--- config.mk ---
export PLATFORM = sky130hd
export DESIGN_NAME = ltl_symbol_streamer_flat
export DESIGN_NICKNAME = d
export VERILOG_FILES = /design/src/rtl/ltl_symbol_streamer_pkg.sv /design/src/rtl/ltl_symbol_streamer_if.sv /design/src/rtl/ltl_symbol_streamer_fifo.sv /design/src/rtl/ltl_symbol_streamer.sv /design/src/flat_wrapper.sv
export SDC_FILE = /design/constraint.sdc
export NUM_CORES = 1
export LEC_CHECK = 0
export BUFFER_PORTS_ARGS = -buffer_cell sky130_fd_sc_hd__buf_2
export CAP_MARGIN = 20
export CORE_ASPECT_RATIO = 1.25
export CORE_MARGIN = 4
export CORE_UTILIZATION = 53
export DETAILED_ROUTE_END_ITERATION = 16
export HOLD_SLACK_MARGIN = 0.08
export PLACE_DENSITY = 0.79
export SLEW_MARGIN = 20
export SYNTH_ARGS = -nofsm -noshare
export SYNTH_HDL_FRONTEND = slang
export SYNTH_HIERARCHICAL = 1
export SYNTH_SLANG_ARGS = --single-unit
--- constraint.sdc ---
create_clock -name clk -period 2.6 [get_ports clk]
set_input_delay 0.26 -clock clk [delete_from_list [all_inputs] [get_ports clk]]
set_output_delay 0.26 -clock clk [all_outputs]
set_load 0.005 [all_outputs]
--- src/rtl/ltl_symbol_streamer_pkg.sv ---
// rtl/ltl_symbol_streamer_pkg.sv - shared types and constants for the LTL symbol streamer
package ltl_stream_pkg;

    localparam int SYM_W = 8;
    localparam logic [SYM_W-1:0] IDLE_SYM = 8'h00;

    typedef enum logic [1:0] {
        IDLE    = 2'd0,
        MON_RST = 2'd1,
        STREAM  = 2'd2,
        DRAIN   = 2'd3
    } stream_state_e;

endpackage

--- src/rtl/ltl_symbol_streamer_if.sv ---
// rtl/ltl_symbol_streamer_if.sv - event-side handshake and monitor-side symbol bundle
interface ltl_symbol_streamer_if;
    import ltl_stream_pkg::*;

    logic             ev_valid;
    logic [SYM_W-1:0] ev_symbol;
    logic             ev_ready;
    logic [SYM_W-1:0] symbols;
    logic             run;
    logic             mon_reset;

    modport master (
        output ev_valid, ev_symbol,
        input  ev_ready, symbols, run, mon_reset
    );

    modport slave (
        input  ev_valid, ev_symbol,
        output ev_ready, symbols, run, mon_reset
    );

endinterface

--- src/rtl/ltl_symbol_streamer_fifo.sv ---
// rtl/ltl_symbol_streamer_fifo.sv - synchronous symbol FIFO with wrap-bit pointers and clear
module ltl_sym_fifo #(
    parameter int DEPTH = 8,
    parameter int WIDTH = 8
) (
    input  logic             clk,
    input  logic             reset,
    input  logic             push,
    input  logic             pop,
    input  logic             clear,
    input  logic [WIDTH-1:0] wdata,
    output logic [WIDTH-1:0] rdata,
    output logic             full,
    output logic             empty
);

    localparam int AW = $clog2(DEPTH);

    logic [WIDTH-1:0] mem_q [DEPTH];
    logic [AW:0]      wptr_q;
    logic [AW:0]      rptr_q;
    logic             do_push;
    logic             do_pop;

    assign empty   = (wptr_q == rptr_q);
    assign full    = (wptr_q[AW] != rptr_q[AW]) && (wptr_q[AW-1:0] == rptr_q[AW-1:0]);
    assign rdata   = mem_q[rptr_q[AW-1:0]];
    assign do_push = push && !full && !clear;
    assign do_pop  = pop && !empty && !clear;

    always_ff @(posedge clk or posedge reset) begin
        if (reset) begin
            wptr_q <= '0;
            rptr_q <= '0;
        end else if (clear) begin
            wptr_q <= '0;
            rptr_q <= '0;
        end else begin
            if (do_push) wptr_q <= wptr_q + (AW+1)'(1);
            if (do_pop)  rptr_q <= rptr_q + (AW+1)'(1);
        end
    end

    // Storage needs no reset: entries are only visible between the pointers.
    always_ff @(posedge clk) begin
        if (do_push) mem_q[wptr_q[AW-1:0]] <= wdata;
    end

endmodule

--- src/rtl/ltl_symbol_streamer.sv ---
// rtl/ltl_symbol_streamer.sv - buffers trace symbols and sequences monitor reset/run
// Optional starvation counter enabled by LTL_STREAM_STALL_CNT_EN.
module ltl_symbol_streamer
    import ltl_stream_pkg::*;
#(
    parameter int DEPTH          = 8,
    parameter int MON_RST_CYCLES = 2
) (
    input  logic                   clk,
    input  logic                   reset,
    input  logic                   start,
    input  logic                   stop,
    ltl_symbol_streamer_if.slave   sif,
    output logic                   busy,
    output logic [15:0]            stall_cnt
);

    localparam int CNT_W = (MON_RST_CYCLES > 1) ? $clog2(MON_RST_CYCLES) : 1;

    stream_state_e    state_q;
    logic [CNT_W-1:0] cnt_q;
    logic [SYM_W-1:0] symbols_q;
    logic             run_q;
    logic             mon_reset_q;

    logic             full;
    logic             empty;
    logic             push;
    logic             pop;
    logic             clear;
    logic [SYM_W-1:0] head;

    assign sif.ev_ready = ((state_q == MON_RST) || (state_q == STREAM)) && !full;
    assign push         = sif.ev_valid && sif.ev_ready;
    // The last MON_RST edge already pops, so the first run cycle follows mon_reset directly.
    assign pop          = !empty && ((state_q == STREAM) || (state_q == DRAIN) ||
                                     ((state_q == MON_RST) && (cnt_q == '0) && !stop));
    assign clear        = (state_q == MON_RST) && stop;

    ltl_sym_fifo #(
        .DEPTH (DEPTH),
        .WIDTH (SYM_W)
    ) u_fifo (
        .clk   (clk),
        .reset (reset),
        .push  (push),
        .pop   (pop),
        .clear (clear),
        .wdata (sif.ev_symbol),
        .rdata (head),
        .full  (full),
        .empty (empty)
    );

    always_ff @(posedge clk or posedge reset) begin
        if (reset) begin
            state_q     <= IDLE;
            cnt_q       <= '0;
            symbols_q   <= IDLE_SYM;
            run_q       <= 1'b0;
            mon_reset_q <= 1'b1;
        end else begin
            run_q <= pop;
            if (pop) symbols_q <= head;
            case (state_q)
                IDLE: begin
                    if (start) begin
                        state_q <= MON_RST;
                        cnt_q   <= CNT_W'(MON_RST_CYCLES - 1);
                    end
                end
                MON_RST: begin
                    if (stop) begin
                        state_q <= IDLE;
                    end else if (cnt_q == '0) begin
                        state_q     <= STREAM;
                        mon_reset_q <= 1'b0;
                    end else begin
                        cnt_q <= cnt_q - CNT_W'(1);
                    end
                end
                STREAM: begin
                    if (stop) state_q <= DRAIN;
                end
                DRAIN: begin
                    if (empty) begin
                        state_q     <= IDLE;
                        mon_reset_q <= 1'b1;
                    end
                end
            endcase
        end
    end

    assign sif.symbols   = symbols_q;
    assign sif.run       = run_q;
    assign sif.mon_reset = mon_reset_q;
    assign busy          = (state_q != IDLE);

`ifdef LTL_STREAM_STALL_CNT_EN
    logic [15:0] stall_q;
    logic [15:0] stall_d;

    always_comb begin
        stall_d = stall_q;
        if ((state_q == IDLE) && start) begin
            stall_d = '0;
        end else if ((state_q == STREAM) && empty && (stall_q != 16'hFFFF)) begin
            stall_d = stall_q + 16'd1;
        end
    end

    always_ff @(posedge clk or posedge reset) begin
        if (reset) stall_q <= '0;
        else       stall_q <= stall_d;
    end

    assign stall_cnt = stall_q;
`else
    assign stall_cnt = '0;
`endif

endmodule

--- src/flat_wrapper.sv ---
// flat-port wrapper written by rule: the top's interface ports become plain ports
module ltl_symbol_streamer_flat import ltl_stream_pkg::*;
#(
    parameter int DEPTH          = 8,
    parameter int MON_RST_CYCLES = 2
)
  (clk, reset, start, stop, busy, stall_cnt, sif_ev_valid, sif_ev_symbol, sif_ev_ready, sif_symbols, sif_run, sif_mon_reset);
  ltl_symbol_streamer_if sif_i ();
  input  logic clk;
  input  logic reset;
  input  logic start;
  input  logic stop;
  output logic busy;
  output logic [15:0] stall_cnt;
  input wire logic [$bits(sif_i.ev_valid)-1:0] sif_ev_valid;
  input wire logic [$bits(sif_i.ev_symbol)-1:0] sif_ev_symbol;
  output wire logic [$bits(sif_i.ev_ready)-1:0] sif_ev_ready;
  output wire logic [$bits(sif_i.symbols)-1:0] sif_symbols;
  output wire logic [$bits(sif_i.run)-1:0] sif_run;
  output wire logic [$bits(sif_i.mon_reset)-1:0] sif_mon_reset;
  assign sif_i.ev_valid = sif_ev_valid;
  assign sif_i.ev_symbol = sif_ev_symbol;
  assign sif_ev_ready = sif_i.ev_ready;
  assign sif_symbols = sif_i.symbols;
  assign sif_run = sif_i.run;
  assign sif_mon_reset = sif_i.mon_reset;
  ltl_symbol_streamer #(.DEPTH(DEPTH), .MON_RST_CYCLES(MON_RST_CYCLES)) u_core (.clk(clk), .reset(reset), .start(start), .stop(stop), .sif(sif_i), .busy(busy), .stall_cnt(stall_cnt));
endmodule
==> metrics.md <==
| Metric | Value |
|---|---|
| Routed WL | 7160 microns |
| Setup Crit Path Kind | register to register |
| Register area share after synthesis | 0.618 |
| Clock slew at reported path FFs | 80 ps |
| Initial DRC count | 103 |
| Tcrit/Tclk final | 0.904 |
| Setup violators final | 0 |
| CTS max path bufs | 2 |
| Hold Crit Depth | 1 |
| Antenna viol nets, final | 0 |
| Largest family of logic cells by synthesized area | multiplexers |
| Worst r2r dst | u_core/u_fifo/rptr_q[2] |
| Clk pwr share | 0.194 |
| Clk_lat worst skew | 340 ps |
| Max-Cap Viols | 0 |
| Vias | 2143 |
| Die H | 105 microns |
| Final nets | 309 |
| Share of cells above drive strength 1 | 0.358 |
| Number of global-route vias before repair | 2172 |
| Psw | 1.46 mW |
| DRC | 0 |
| Power Dens Cells | 980 nW/um^2 |
| Met1 Use GR | 0.216 |
| First-pass GRT wire length | 11600 microns |
| #FFs+latches synth | 85 |
| Final HPWL DP | 4870 microns |
| R2R Setup Slk | 250 ps |
| Status | finished, final reports clean |
| Most used DFF post-synth | edfxtp_1 |
| Avg Cell Area, Syn | 16.3 sq um |
| Lkg Pwr | 1.65 nW |
| Simple-gate share of the synthesized area | 0.0723 |
| Vias per cell | 5.57 |
| Worst VDD drop | 0.604 mV |
| Gate power share | 0.386 |
| Synth Instances | 243 |
| Mux cell area share after synthesis | 0.164 |
| Number of port buffers | 24 |
| Row cnt | 35 |
| Wire per inst | 18.6 microns |
| Die X | 85.3 microns |
| Switching Share | 0.338 |
| Unique masters post-synth | 47 |
| XOR/XNOR share of the synthesized area | 0.0253 |
| CP max FO | 11 |
| Synth Area in Compound Gates | 0.0392 |
| Post-CTS Setup Inserts | 0 |
| Core Region | 7310 sq um |
| Post-synthesis adder-cell area fraction | 0.0253 |
| Inserted Clock Buffers | 9 |
| Hold Crit Class | input pin to register |
| CTS root buf | clkbuf_8 |
| GR Util met2 | 0.298 |
| Starting Density | 0.542 |
| ANT cells | 0 |
| WP data arrival | 2570 ps |
| Die ar. | 8930 sq um |
| Total gr overflow | 0 |
| Global routing usage on met3 | 0.0244 |
| Final Skew | 11.3 ps |
| Sequential power share | 0.420 |
| Req. time, crit path | 2820 ps |
| Crit path launch type | register |
| Largest net degree at the start of global routing | 22 |
| Final min period | 2350 ps |
| Post-route design area | 4410 sq um |
| Rel. slew slack | 0.527 |
| RD Place Congestion | 0.877 |
| Reg2Reg Depth | 8 |
| Antenna violations before repair | 0 |
| Setup TNS | 0 ps |
| CTS tree | done |
| Worst-margin pin slew | 703 ps |
| P&R area growth vs syn | 11.2% |
| H-tree levels | 3 |
| Post-synth EDFFs | 64 |
| Pre-antenna DRT Iters | 4 |
| Hold slack | 187 ps |
| Placed inst area | 4220 sq um |
| Max Clock Freq | 425 MHz |
| # IOs | 41 |
| Ys Warns | 6 |
| Sink Count | 85 |
| Slew Viols, Final | 0 |
| Worst Hold End | u_core/u_fifo/mem_q[4][3] |
| Hold Crit Start | sif_ev_symbol[3] |
| Tot GR Track Use | 0.173 |
| Async SR Flop Fraction | 0.247 |
| Crit path capture type | register |
| RSZ-0062 raised after global routing | no |
| Mapped Area | 3960 sq um |
| Internal power | 2.86 mW |
| Busiest grt layer | met2 |
| Number of hold-slack violations in the final timing report | 0 |
==> layout make-up <==
| class | count | area [sq um] |
|---|---|---|
| clock buffer | 9 | 124 |
| timing repair buffer | 44 | 273 |
| fill | 550 | 2910 |
| tap | 92 | 115 |
| multi-input combinational | 141 | 1360 |
| clock inverter | 7 | 56.3 |
| sequential | 85 | 2450 |
| inverter | 7 | 26.3 |
==> Yosys cell counts (all sizes together), types with 4 or more instances <==
cell	count	area (sq um)
a21oi	4	31.3
buf	23	183
nor3	6	30.0
nand2b	7	43.8
edfxtp	64	1920
nor2	9	33.8
xnor2	4	50.1
ha	8	100
mux2i	5	50.1
dfrtp	20	500
inv	7	26.3
xor2	4	50.1
nand2	4	15.0
mux2	21	240
nor2b	8	50.1
mux4	16	360
==> worst max path at each step <==
stage | startpoint | end | cells after the start
2_1_floorplan | u_core/u_fifo/wptr_q[0] | u_core/u_fifo/mem_q[1][0] | 7
3_3_place_gp | register | u_core/u_fifo/rptr_q[2] | 8
3_5_place_dp | register | u_core/u_fifo/rptr_q[2] | 8
4_1_cts | register | u_core/u_fifo/rptr_q[2] | 8
5_1_grt | u_core/state_q[0] | u_core/u_fifo/mem_q[1][6] | 8
6_report | register | u_core/u_fifo/rptr_q[2] | 8
==> timing repair <==
item / 4_1_cts / 5_1_grt
hold endpoints to repair: 20 / 0
resized for setup: 0 / 0
hold buffers: 1 / 0
==> power groups by stage <==
stage	logic, mW	clock network (mW)	registers, mW
after global placement	1.63	0	1.83
after floorplan	1.22	0	1.83
after global routing	1.83	0.927	1.84
after detailed placement	1.67	0	1.85
after CTS	1.68	0.858	1.82
final	1.67	0.837	1.81
==> placed cells by master, fill, tap and decap left out, drive strengths merged, types with 4 or more instances in the layout <==
| cell type | netlist | final |
|---|---|---|
| xor2 | 4 | 4 |
| nor3 | 6 | 6 |
| xnor2 | 4 | 4 |
| nor2 | 9 | 9 |
| nor2b | 8 | 8 |
| clkbuf | 2 | 9 |
| dfrtp | 20 | 20 |
| edfxtp | 64 | 64 |
| nand2b | 7 | 7 |
| ha | 8 | 8 |
| mux2 | 21 | 21 |
| inv | 7 | 10 |
| buf | 23 | 43 |
| mux4 | 16 | 16 |
| nand2 | 4 | 4 |
| conb | 1 | 16 |
| a21oi | 4 | 4 |
| mux2i | 5 | 5 |
==> state kept, by name (all words and copies together), names as in the netlist, named ones only <==
name and cells:
u_core/cnt_q 1, u_core/sif.mon_reset 1, u_core/sif.run 1, u_core/sif.symbols 8
u_core/state_q 1, u_core/u_fifo/mem_q 64, u_core/u_fifo/rptr_q 4, u_core/u_fifo/wptr_q 4
==> critical path, stage by stage (launching register included) <==
cell and delay [ps]:
dfrtp_1 420, inv_1 130, ha_1 240, or3b_4 410, a21oi_4 150, buf_4 230
nand2_1 100, a41oi_1 210, mux2_1 340
==> cells by family after synthesis <==
group	Yosys count
other	1
flip-flops	85
AND/OR/NAND/NOR	50
buffers and inverters	32
adder cells (fa/ha/maj)	8
XOR/XNOR	8
AO/OA/AOI/OAI	17
multiplexers	42
==> metrics by stage <==
stage | instances | power [mW] | util | worst slack (ps)
3_5_place_dp | 368 | 3.51 | 0.577 | 268
4_1_cts | 385 | 4.36 | 0.603 | 245
2_1_floorplan | 258 | 3.05 | - | 202
6_report | 385 | 4.32 | 0.603 | 249
5_1_grt | 385 | 4.59 | 0.603 | 76.8
3_3_place_gp | 368 | 3.46 | 0.577 | 295
==> layer usage <==
| layer | part of all wire | wire (microns) |
|---|---|---|
| met2 | 0.53 | 3830 |
| met1 | 0.40 | 2890 |
| met5 | 0 | 0 |
| met3 | 0.046 | 327 |
| met4 | 0.016 | 112 |
(Power assumes the default switching activity.)
